==> src/rtl/uart_txn_ctrl.sv <==
// uart_txn_ctrl: host-command sequencer that owns the uart core's transmitter.
// A write sends {cmd, wr_data[15:8], wr_data[7:0]}. A read sends {cmd} and then
// collects two response bytes, with a per-byte timeout. All outputs are registered.
module uart_txn_ctrl #(
    parameter int unsigned TIMEOUT_CYCLES = 100000,
    parameter int unsigned CNT_W          = 17
) (
    input  logic        clk,
    input  logic        rst,
    input  logic        start,
    input  logic        is_write,
    input  logic [6:0]  addr,
    input  logic [15:0] wr_data,
    output logic        busy,
    output logic        done,
    output logic        error,
    output logic [15:0] rd_data,
    output logic        tx_en,
    output logic [7:0]  tx_data,
    input  logic        tx_done,
    input  logic        rx_done,
    input  logic [7:0]  rx_data
);

    localparam logic [CNT_W-1:0] TIMER_LAST = CNT_W'(TIMEOUT_CYCLES - 1);

    typedef enum logic [2:0] {
        IDLE    = 3'd0,
        TX_LOAD = 3'd1,
        TX_WAIT = 3'd2,
        RX_WAIT = 3'd3,
        FINISH  = 3'd4,
        FAIL    = 3'd5
    } state_t;

    state_t             r_state;
    logic               r_is_write;
    logic [6:0]         r_addr;
    logic [15:0]        r_wr_data;
    logic [1:0]         r_byte_idx;
    logic               r_rx_idx;
    logic [CNT_W-1:0]   r_timer;
    logic [15:0]        r_shadow;

    state_t             w_state_n;
    logic               w_is_write_n;
    logic [6:0]         w_addr_n;
    logic [15:0]        w_wr_data_n;
    logic [1:0]         w_byte_idx_n;
    logic               w_rx_idx_n;
    logic [CNT_W-1:0]   w_timer_n;
    logic [CNT_W-1:0]   w_timer_inc;
    logic [15:0]        w_shadow_n;
    logic [7:0]         w_tx_byte;
    logic               w_last_byte;
    logic               w_busy_n;
    logic               w_done_n;
    logic               w_error_n;
    logic               w_tx_en_n;
    logic [7:0]         w_tx_data_n;
    logic [15:0]        w_rd_data_n;

    // Last byte of the TX phase: byte 2 for writes, byte 0 (the command) for reads
    assign w_last_byte = r_is_write ? (r_byte_idx == 2'd2) : 1'b1;
    assign w_timer_inc = r_timer + CNT_W'(1);

    // Next-state, datapath and registered-output next values
    always_comb begin
        w_state_n    = r_state;
        w_is_write_n = r_is_write;
        w_addr_n     = r_addr;
        w_wr_data_n  = r_wr_data;
        w_byte_idx_n = r_byte_idx;
        w_rx_idx_n   = r_rx_idx;
        w_timer_n    = r_timer;
        w_shadow_n   = r_shadow;
        w_rd_data_n  = rd_data;
        w_tx_byte    = 8'h00;
        w_tx_data_n  = tx_data;
        w_busy_n     = 1'b0;
        w_done_n     = 1'b0;
        w_error_n    = 1'b0;
        w_tx_en_n    = 1'b0;

        case (r_state)
            IDLE: begin
                if (start) begin
                    w_is_write_n = is_write;
                    w_addr_n     = addr;
                    w_wr_data_n  = wr_data;
                    w_byte_idx_n = 2'd0;
                    w_state_n    = TX_LOAD;
                end
            end
            TX_LOAD: begin
                w_state_n = TX_WAIT;
            end
            TX_WAIT: begin
                if (tx_done) begin
                    if (!w_last_byte) begin
                        w_byte_idx_n = r_byte_idx + 2'd1;
                        w_state_n    = TX_LOAD;
                    end else if (r_is_write) begin
                        w_state_n = FINISH;
                    end else begin
                        w_timer_n  = '0;
                        w_rx_idx_n = 1'b0;
                        w_state_n  = RX_WAIT;
                    end
                end
            end
            RX_WAIT: begin
                // A byte arriving on the timeout cycle is still accepted
                if (rx_done) begin
                    w_timer_n = '0;
                    if (r_rx_idx) begin
                        w_shadow_n[7:0] = rx_data;
                        w_state_n       = FINISH;
                    end else begin
                        w_shadow_n[15:8] = rx_data;
                        w_rx_idx_n       = 1'b1;
                    end
                end else begin
                    w_timer_n = w_timer_inc;
                    if (w_timer_inc == TIMER_LAST) begin
                        w_state_n = FAIL;
                    end
                end
            end
            FINISH:  w_state_n = IDLE;
            FAIL:    w_state_n = IDLE;
            default: w_state_n = IDLE;
        endcase

        case (w_byte_idx_n)
            2'd0:    w_tx_byte = {w_is_write_n, w_addr_n};
            2'd1:    w_tx_byte = w_wr_data_n[15:8];
            default: w_tx_byte = w_wr_data_n[7:0];
        endcase

        w_tx_en_n = (w_state_n == TX_LOAD);
        w_busy_n  = (w_state_n == TX_LOAD) || (w_state_n == TX_WAIT) ||
                    (w_state_n == RX_WAIT);
        w_done_n  = (w_state_n == FINISH);
        w_error_n = (w_state_n == FAIL);
        if (w_state_n == TX_LOAD) begin
            w_tx_data_n = w_tx_byte;
        end
        if ((w_state_n == FINISH) && !r_is_write) begin
            w_rd_data_n = w_shadow_n;
        end
    end

    // State, datapath and output registers
    always_ff @(posedge clk or posedge rst) begin
        if (rst) begin
            r_state    <= IDLE;
            r_is_write <= 1'b0;
            r_addr     <= 7'h00;
            r_wr_data  <= 16'h0000;
            r_byte_idx <= 2'd0;
            r_rx_idx   <= 1'b0;
            r_timer    <= '0;
            r_shadow   <= 16'h0000;
            busy       <= 1'b0;
            done       <= 1'b0;
            error      <= 1'b0;
            rd_data    <= 16'h0000;
            tx_en      <= 1'b0;
            tx_data    <= 8'h00;
        end else begin
            r_state    <= w_state_n;
            r_is_write <= w_is_write_n;
            r_addr     <= w_addr_n;
            r_wr_data  <= w_wr_data_n;
            r_byte_idx <= w_byte_idx_n;
            r_rx_idx   <= w_rx_idx_n;
            r_timer    <= w_timer_n;
            r_shadow   <= w_shadow_n;
            busy       <= w_busy_n;
            done       <= w_done_n;
            error      <= w_error_n;
            rd_data    <= w_rd_data_n;
            tx_en      <= w_tx_en_n;
            tx_data    <= w_tx_data_n;
        end
    end

endmodule

==> config.mk <==
export PLATFORM = sky130hd
export DESIGN_NAME = uart_txn_ctrl
export DESIGN_NICKNAME = d
export VERILOG_FILES = /design/src/rtl/uart_txn_ctrl.sv
export SDC_FILE = /design/constraint.sdc
export NUM_CORES = 1
export LEC_CHECK = 0
export ABC_AREA = 0
export BUFFER_PORTS_ARGS = -buffer_cell sky130_fd_sc_hd__buf_2
export CAP_MARGIN = 20
export CORE_MARGIN = 2
export CORE_UTILIZATION = 50
export DETAILED_ROUTE_END_ITERATION = 10
export MAX_ROUTING_LAYER = met4
export PLACE_DENSITY = 0.72
export SLEW_MARGIN = 20
export SYNTH_ARGS = -nofsm -noshare
export SYNTH_HDL_FRONTEND = slang
export SYNTH_SLANG_ARGS = --single-unit
==> constraint.sdc <==
create_clock -name clk -period 4 [get_ports clk]
set_clock_uncertainty 0.1 [all_clocks]
set_input_delay 0.6 -clock clk [delete_from_list [all_inputs] [get_ports clk]]
set_output_delay 0.6 -clock clk [all_outputs]
set_load 0.02 [all_outputs]
After elaboration in Yosys (flattened, before gate mapping). Index checks and enable logic that the tools add are counted.

Bits in registers: 91. Input bits: 37. Output and inout port bits: 28. Word-level logic and storage cells: 74.

Add/sub/neg operators: 2. Equal/unequal tests: 15. Multiplexer cells: 34. Reductions and logical operators: 9.

Operator list (count): $mux 17 (4); $mux 16 (4); $pmux 17 s2 (1); $mux 3 (7); $add 17x1->17 const B (1); $eq 17x17->1 const B (1); $mux 8 (2); $pmux 8 s2 (1); $mux 7 (2); $eq 3x2->1 const B (4); $pmux 3 s4 (1); $ne 2x2->1 const B (4); $mux 1 (7); $eq 3x1->1 const B (2); $eq 3x3->1 const B (2); $mux 2 (3); $reduce_and 5->1 (1); $pmux 2 s2 (1); $reduce_and 4->1 (1); $logic_not 3->1 (1); $add 2x1->2 const B (1); $eq 2x1->1 const B (1); $eq 2x2->1 const B (1); $logic_not 2->1 (1); other kinds (5) (6).

Depth between registers and ports, before layout. Gate-level depths: netlist (run 1).

Depth after elaboration: 8. Gate-level depth with buffers: 12. Gate-level depth less buffers: 9.

Worst setup path before layout (run 1). Ideal clock, no wire load.

Path kind: register to register. From: reg r_timer[1]. To: reg rd_data[0]. Data arrival time: 2.643 ns. Path slack: 1.132 ns. Stages on the path, launching flop included: 13. Period minus slack after synthesis: 2.868 ns. Cell sequence: dfrtp_1 -> ha_1 -> and3_1 -> buf_6 -> and4_4 -> buf_6 -> a311oi_1 -> nand4_1 -> o21bai_2 -> and4_1 -> buf_6 -> buf_12 -> mux2_4.

Word-level cells in the longest chain between the ends: 7.

Ends and longest elaborated chain: start: declaration (RTL line 42) `logic [CNT_W-1:0] r_timer;`; start signal: assignment (RTL line 178) `r_timer <= w_timer_n;`; $add 17x1->17 (RTL line 65) `assign w_timer_inc = r_timer + CNT_W'(1);`; $eq 17x17->1 (RTL line 125) `if (w_timer_inc == TIMER_LAST) begin`; $mux 3 (RTL line 125); $mux 3 (RTL line 114) `if (rx_done) begin`; $pmux 3 s4 (RTL line 85) `case (r_state)`; net w_state_n[2] (RTL line 45) `state_t w_state_n;`; $eq 3x3->1 (RTL line 149) `if ((w_state_n == FINISH) && !r_is_write) begin`; $logic_and 1x1->1 (RTL line 149); end signal: assignment (RTL line 183) `rd_data <= w_rd_data_n;`; end: declaration (RTL line 17) `output logic [15:0] rd_data,`.

The timed path passes the listed nets, and every way through them passes these cells. A chain may end at the register's enable or synchronous reset.

Final worst setup path (run 1).
From: reg r_timer[0]. To: reg rd_data[9].

Same word-level chain as after synthesis.

==> summary.md, run 1 <==
| Metric | Value |
|---|---|
| Status | `finished, final reports clean` |
| Gpl congestion | `0.866` |
| HP Class | `in2async` |
| Hold_buf cts | `0` |
| Cell taking the most area after synthesis | `dfrtp_1` |
| Share of cells above drive strength 1 | `0.390` |
| Initial DRC Count | `222` |
| Setup TNS Final | `0 ns` |
| Busiest layer in global routing | `met2` |
| Most common cell in the netlist | `dfrtp_1` |
| DR pass1 iterations | `5` |
| Synth cell count leaders | `dfrtp_1, mux2_2, o21ai_0, nand2_1, nor2_1` |
| Worst EP required | `4.14 ns` |
| M2 GR Usage | `0.309` |
| Count of final setup violators | `0` |
| Max cap viols | `0` |
| Root buf cell | `clkbuf_8` |
| # H-tree levels | `3` |
| Asr flop ratio synth | `1.00` |
| Antenna diode count | `0` |
| Fin Hold WS | `0.203 ns` |
| Drt drc | `0` |
| RSZ-0062 raised after global routing | `false` |
| Setup CP Type | `reg2reg` |
| Met3 usage | `0.0308` |
| Total power | `3.11 mW` |
| Top Ports | `65` |
| Die X | `95.7 um` |
| Post-synthesis sequential area ratio | `0.542` |
| Logic pwr share | `0.361` |
| Full die area | `9150 sq um` |
| Slew @ Worst Pin | `0.832 ns` |
| Clock power share | `0.183` |
| I/O Buffers | `64` |
| Crit Reg-Reg Startpoint | `r_timer[0]` |
| Slew headroom | `0.443` |
| Post-CTS sizing | `0` |
| Clock-pin transition on the worst setup and hold timing paths | `0.09 ns` |
| TritonCTS Buffers | `9` |
| # Post-CTS Setup Buffers | `0` |
| Top cells by area, synth | `dfrtp_1, mux2_2, o21ai_0` |
| R2r setup slk | `0.92 ns` |
| M1 GR Usage | `0.274` |
| CTS tree | `yes` |
| Fin. max-slew vios | `0` |
| Sw power | `1.09 mW` |
| Clk_lat worst skew | `0.36 ns` |
| Area Overhead vs Synth | `13.2%` |
| Cell count after synthesis | `348` |
| CP startpoint kind | `flop` |
| Crit Reg-Reg Endpoint | `rd_data[9]` |
| R2R cell count | `9` |
| CP Max Fanout | `16` |
| First-pass GRT wire length | `13.7 mm` |
| Die Ht | `95.7 um` |
| Initial antenna violation count | `0` |
| GRT Residual Overflow | `0` |
| CP arrival | `3.22 ns` |
| #FFs+latches synth | `91` |
| Routed WL | `8.36 mm` |
| Sw Ratio | `0.352` |
| Max IR drop VDD | `0.353 mV` |
| Fin nets | `450` |
| Leakage power | `2.26 nW` |
| Core footprint | `8180 sq um` |
| HPWL Detailed | `5.77 mm` |
| Total track usage | `0.202` |
| Seq pwr share | `0.456` |
| Post-synth top area share | `0.542` |
| Synth cell types | `54` |
| PwrDens | `654 nW/um^2` |
| Clock Path Buffers | `2` |
| Post-layout minimum cycle time | `3.08 ns` |
| Pin count of the biggest net entering global routing | `38` |
| DR vias/cell | `5.67` |
| Top_reg_cell synth | `dfrtp_1` |
| Final worst path period share | `0.770` |
| Antenna viol nets, final | `0` |
| Warnings from Yosys | `0` |
| Wire per inst | `16.1 um` |
| Initial Utilization | `0.514` |
| Rows | `33` |
| Finished Core Util | `0.582` |
| Mean post-synth cell area | `12.1 sq um` |
| Vias in the first global route | `2799` |
| Post-Syn Area | `4200 sq um` |
| Total number of vias | `2948` |
| CP endpoint kind | `flop` |
| Fmax | `325 MHz` |
| EDFF count, synth | `0` |
| Cell-internal power | `2.01 mW` |
| Endpoints failing hold | `0` |
| CP startpoint | `r_timer[0]` |
| Clock sink total | `91` |
| Syn_nets | `388` |
-- logic make-up after synthesis --
group | Yosys count | share of synthesized area
and+or+nand+nor | 93 | 0.131
DFF | 91 | 0.542
AOI/OAI and AO/OA | 76 | 0.115
muxes | 57 | 0.162
buffers and inverters | 25 | 0.0346
xor gates and xnor gates | 3 | 0.00626
adders and majority gates | 3 | 0.00894
-- worst max-delay path by stage --
stage             endpoint  slack, ns  cells after the start
6_report        rd_data[9]       0.92                      9
5_1_grt         rd_data[9]       0.69                      9
4_1_cts        rd_data[13]       0.94                      9
3_5_place_dp   rd_data[12]       0.97                      9
3_3_place_gp   rd_data[12]        1.0                      8
2_1_floorplan         busy       0.94                      1
-- critical path: stages, from the launching register on --
cell	delay (ns)
dfrtp_1	0.49
ha_1	0.32
and3_1	0.27
and4_4	0.22
a311oi_1	0.28
nand4_1	0.22
o21bai_2	0.22
and4_1	0.21
buf_4	0.28
mux2_2	0.37
-- power groups by stage --
stage | Sequential [mW] | Clock (mW) | Combinational [mW]
CTS | 1.42 | 0.584 | 1.13
global route | 1.46 | 0.621 | 1.25
global placement | 1.42 | 0 | 1.10
finish | 1.42 | 0.567 | 1.12
detailed placement | 1.44 | 0 | 1.13
floorplan | 1.50 | 0 | 0.752
-- sequential cells by signal, summed over array words and instances, names as in the netlist --
register    count
r_timer        17
r_shadow       16
r_wr_data      16
rd_data        16
tx_data         8
r_addr          7
r_state         3
r_byte_idx      2
busy            1
done            1
error           1
r_is_write      1
r_rx_idx        1
tx_en           1
-- through the flow --
step / std cells / setup slack, ns / area, sq um
after floorplan: 348 / 0.936 / 4200
after global placement: 504 / 0.998 / 4570
after detailed placement: 504 / 0.969 / 4570
after CTS: 520 / 0.938 / 4750
after global routing: 520 / 0.693 / 4750
final: 520 / 0.921 / 4750
-- layout by cell type, fill, tap and decap left out, drive strengths merged, types with 2 or more instances in the layout --
cell and instances:
dfrtp 91, nand3b 2, clkinvlp 2, nand3 10, and4 3, mux2 57, inv 6, clkinv 4
a222oi 8, and3 3, a31oi 5, ha 3, nor4 3, or2 3, nor4b 2, nor2b 3
o31ai 2, a21oi 10, nor3b 2, buf 69, nand4 8, nor2 17, clkbuf 11, o21ai 41
xor2 3, nand2 30
-- per-layer routing --
| layer | wire length [um] | vias to the layer above | share of wire |
|---|---|---|---|
| met5 | 0 | - | 0 |
| met4 | 54 | 0 | 0.0065 |
| met3 | 327 | 8 | 0.039 |
| met2 | 4110 | 66 | 0.49 |
| met1 | 3860 | 1484 | 0.46 |
| li1 | - | 1390 | - |
-- area by class of cell --
type / instances / area [sq um]
Clock inverter: 5 / 37.5
Fill cell: 670 / 3420
Sequential cell: 91 / 2280
Multi-Input combinational cell: 232 / 1780
Inverter: 7 / 27.5
Clock buffer: 11 / 141
Timing Repair Buffer: 69 / 358
Tap cell: 105 / 131
(Power assumes the default switching activity.)
==> run 2, diff against run 1 <==
--- a/config.mk
+++ b/config.mk
@@ -5,14 +5,14 @@
 export SDC_FILE = /design/constraint.sdc
 export NUM_CORES = 1
 export LEC_CHECK = 0
-export ABC_AREA = 0
+export ABC_AREA = 1
 export BUFFER_PORTS_ARGS = -buffer_cell sky130_fd_sc_hd__buf_2
 export CAP_MARGIN = 20
 export CORE_MARGIN = 2
 export CORE_UTILIZATION = 50
 export DETAILED_ROUTE_END_ITERATION = 10
 export MAX_ROUTING_LAYER = met4
-export PLACE_DENSITY = 0.72
+export PLACE_DENSITY = 0.74
 export SLEW_MARGIN = 20
 export SYNTH_ARGS = -nofsm -noshare
 export SYNTH_HDL_FRONTEND = slang
==> constraint.sdc (replaced) <==
create_clock -name clk -period 2.71 [get_ports clk]
set_clock_uncertainty 0.1 [all_clocks]
set_input_delay 0.4065 -clock clk [delete_from_list [all_inputs] [get_ports clk]]
set_output_delay 0.4065 -clock clk [all_outputs]
set_load 0.02 [all_outputs]
==> summary.md, run 2 <==
| Metric | Value |
|---|---|
| Status | `finished, final reports clean` |
| Crit Reg-Reg Startpoint | `r_byte_idx[0]` |
| Register area | `2280 sq um (unchanged)` |
| Total number of vias | `3422 (+16%)` |
| Levels on crit path | `10 (+1)` |
| Root buf cell | `clkbuf_8` |
| Most frequent cells in the layout | `nand2_1, dfrtp_1, buf_2, inv_1, nand3_1` |
| Cell count after synthesis | `489 (+41%)` |
| CP startpoint | `r_byte_idx[0]` |
| Sw power | `1.99 mW (+82%)` |
| Largest Register | `r_timer` |
| Worst EP required | `2.87 ns (-1.27 ns)` |
| Fin. max-slew vios | `0 (unchanged)` |
| Die Ht | `96.3 um (+0.70%)` |
| PwrDens | `1010 nW/um^2 (+54%)` |
| Setup TNS Final | `0 ns (unchanged)` |
| Initial DRC Count | `225 (+1.4%)` |
| Fin nets | `596 (+32%)` |
| Initial Utilization | `0.516 (+0.00229)` |
| Area Overhead vs Synth | `14.8%` |
| Total track usage | `0.227 (+0.0251)` |
| Full die area | `9280 sq um (+1.4%)` |
| HPWL Detailed | `6.76 mm (+17%)` |
| # Post-CTS Setup Buffers | `0 (unchanged)` |
| Leakage power | `2.50 nW (+11%)` |
| Logic pwr share | `0.379 (+0.018)` |
| Initial antenna violation count | `1 (+1)` |
| CP arrival | `2.50 ns (-0.72 ns)` |
| Top cells by area, synth | `dfrtp_1, nand2_1, mux2_4` |
| Syn_nets | `529 (+36%)` |
| CP startpoint kind | `flop` |
| Post-CTS sizing | `0 (unchanged)` |
| CP max-delay cell | `o21ai_2` |
| Slew headroom | `0.518 (+0.0750)` |
| Most common cell in the netlist | `nand2_1` |
| GRT Residual Overflow | `0 (unchanged)` |
| Warnings from Yosys | `0 (unchanged)` |
| Top_reg_cell synth | `dfrtp_1` |
| Fmax | `427 MHz (+32%)` |
| R2r setup slk | `0.37 ns (-0.55 ns)` |
| # H-tree levels | `3 (unchanged)` |
| Post-layout minimum cycle time | `2.34 ns (-0.739 ns)` |
| CP most frequent cell | `nand2_1` |
| Post-Syn Area | `4260 sq um (+1.5%)` |
| Core footprint | `8260 sq um (+1.0%)` |
| Synth cell types | `32 (-41%)` |
| Sw Ratio | `0.404 (+0.0523)` |
| Final worst path period share | `0.863 (+0.0936)` |
| DR pass1 iterations | `5 (unchanged)` |
| Asr flop ratio synth | `1.00 (unchanged)` |
| Cell Chain, Critical Path | `inv_1, ha_1, inv_1, nand4_2, o21ai_2, nor2_2, nand2_1, nand3_1, nand2_1, nand2_1` |
| DR vias/cell | `5.13 (-9.5%)` |
| Clock-pin transition on the worst setup and hold timing paths | `0.11 ns (+0.02 ns)` |
| Drt drc | `0 (unchanged)` |
| Clock sink total | `91 (unchanged)` |
| #FFs+latches synth | `91 (unchanged)` |
| Rows | `33 (unchanged)` |
| Finished Core Util | `0.593 (+0.0110)` |
| Max cap viols | `0 (unchanged)` |
| Clk_lat worst skew | `0.37 ns (about the same)` |
| I/O Buffers | `64 (unchanged)` |
| Antenna viol nets, final | `0 (unchanged)` |
| Pin count of the biggest net entering global routing | `35 (-7.9%)` |
| Routed WL | `9.30 mm (+11%)` |
| Top Ports | `65 (unchanged)` |
| Layout fillers | `713 (+6.4%)` |
| Count of final setup violators | `0 (unchanged)` |
| Final Instance Area | `4890 sq um (+2.9%)` |
| First-pass GRT wire length | `15.6 mm (+14%)` |
| Max reg flops | `17 (unchanged)` |
| HP Class | `in2async` |
| Area of the multi-input gates | `1710 sq um (-4.0%)` |
| Slew @ Worst Pin | `0.721 ns (-0.111 ns)` |
| Hold_buf cts | `0 (unchanged)` |
| Endpoints failing hold | `0 (unchanged)` |
| WP buf/inv | `2 (+1)` |
| Crit-path leading delay family | `simple AND/OR/NAND/NOR gates` |
| TritonCTS Buffers | `9 (unchanged)` |
| Post-synthesis sequential area ratio | `0.534 (-0.00780)` |
| Cell taking the most area after synthesis | `dfrtp_1` |
| EDFF count, synth | `0 (unchanged)` |
| CP endpoint kind | `flop` |
| Wire per inst | `13.9 um (-13%)` |
| Max IR drop VDD | `0.550 mV (+56%)` |
| Share of cells above drive strength 1 | `0.235 (-0.155)` |
| Setup CP Type | `reg2reg` |
| CP Max Fanout | `11 (-5)` |
| Seq pwr share | `0.417 (-0.039)` |
| Mean post-synth cell area | `8.71 sq um (-28%)` |
| R2R cell count | `10 (+1)` |
| Gpl congestion | `0.898 (+3.7%)` |
| Post-synth top area share | `0.534 (-0.00780)` |
| Clock power share | `0.204 (+0.021)` |
| Commonest non-fill, non-tap cell in the layout | `nand2_1` |
| Clock Path Buffers | `2 (unchanged)` |
| Cell-internal power | `2.93 mW (+46%)` |
| Die X | `96.3 um (+0.70%)` |
| CTS tree | `yes` |
| Worst path max stage delay | `0.59 ns (+0.10 ns)` |
| DP Area | `4670 sq um (+2.2%)` |
| RSZ-0062 raised after global routing | `false` |
| Crit path capture | `tx_data[3]` |
| Synth cell count leaders | `nand2_1, dfrtp_1, inv_1, nand3_1, nor2_1` |
| Vias in the first global route | `3415 (+22%)` |
| Crit Reg-Reg Endpoint | `tx_data[3]` |
run 2: worst min path at each step:
stage	endpoint	cells past startpoint
2_1_floorplan	r_addr[1]	2
3_3_place_gp	r_wr_data[2]	2
3_5_place_dp	r_wr_data[0]	2
4_1_cts	r_shadow[3]	2
5_1_grt	rd_data[3]	2
6_report	rd_data[3]	2
run 2: layout make-up:
type,instances,share of cell area
Clock inverter,7,0.0192
Inverter,48,0.0376
Tap cell,105,0.0268
Antenna cell,1,0.000511
Clock buffer,9,0.0253
Sequential cell,91,0.465
Multi-Input combinational cell,337,0.350
Timing Repair Buffer,69,0.0757
run 2: per-stage QoR:
| step | total power [mW] | hold slack (ns) | worst slack, ns | cells |
|---|---|---|---|---|
| floorplan | 3.44 | 0.345 | 0.920 | 489 |
| global placement | 3.86 | 0.361 | 0.504 | 650 |
| detailed placement | 3.94 | 0.366 | 0.406 | 650 |
| CTS | 4.94 | 0.0470 | 0.391 | 666 |
| global route | 5.28 | 0.0845 | 0.138 | 667 |
| finish | 4.92 | 0.0319 | 0.370 | 667 |
run 2: power by group through the flow:
stage	registers, mW	logic, mW	clock network (mW)
after global placement	2.06	1.80	0
after global routing	2.11	2.09	1.08
after detailed placement	2.08	1.86	0
after CTS	2.06	1.87	1.02
final	2.05	1.87	1.00
after floorplan	2.22	1.21	0
run 2: worst register-to-register path, delay by kind of cell (launching register included):
| family | cells | cell delay (ns) |
|---|---|---|
| compound gates | 1 | 0.59 |
| fa+ha+maj | 1 | 0.20 |
| flops | 1 | 0.34 |
| buf+inv | 2 | 0.16 |
| simple gates | 6 | 0.84 |
run 2: per-layer routing:
layer / global-route usage / up-vias / share of wire
met1: 0.290 / 1594 / 0.44
li1: - / 1689 / -
met5: - / - / 0
met2: 0.354 / 118 / 0.48
met4: 0.104 / 0 / 0.021
met3: 0.0415 / 21 / 0.059
run 2: cells by family (layout without fill, tap and decap cells):
kind of cell             Yosys count  count (layout)  synth area share
buffers and inverters             61             133            0.0643
adder cells (fa/ha/maj)            3               3           0.00881
other                              0               1                 0
XOR/XNOR                           1               1           0.00206
flip-flops                        91              91             0.534
AND/OR/NAND/NOR                  273             273             0.279
AO/OA/AOI/OAI                     43              43            0.0555
multiplexers                      17              17            0.0564
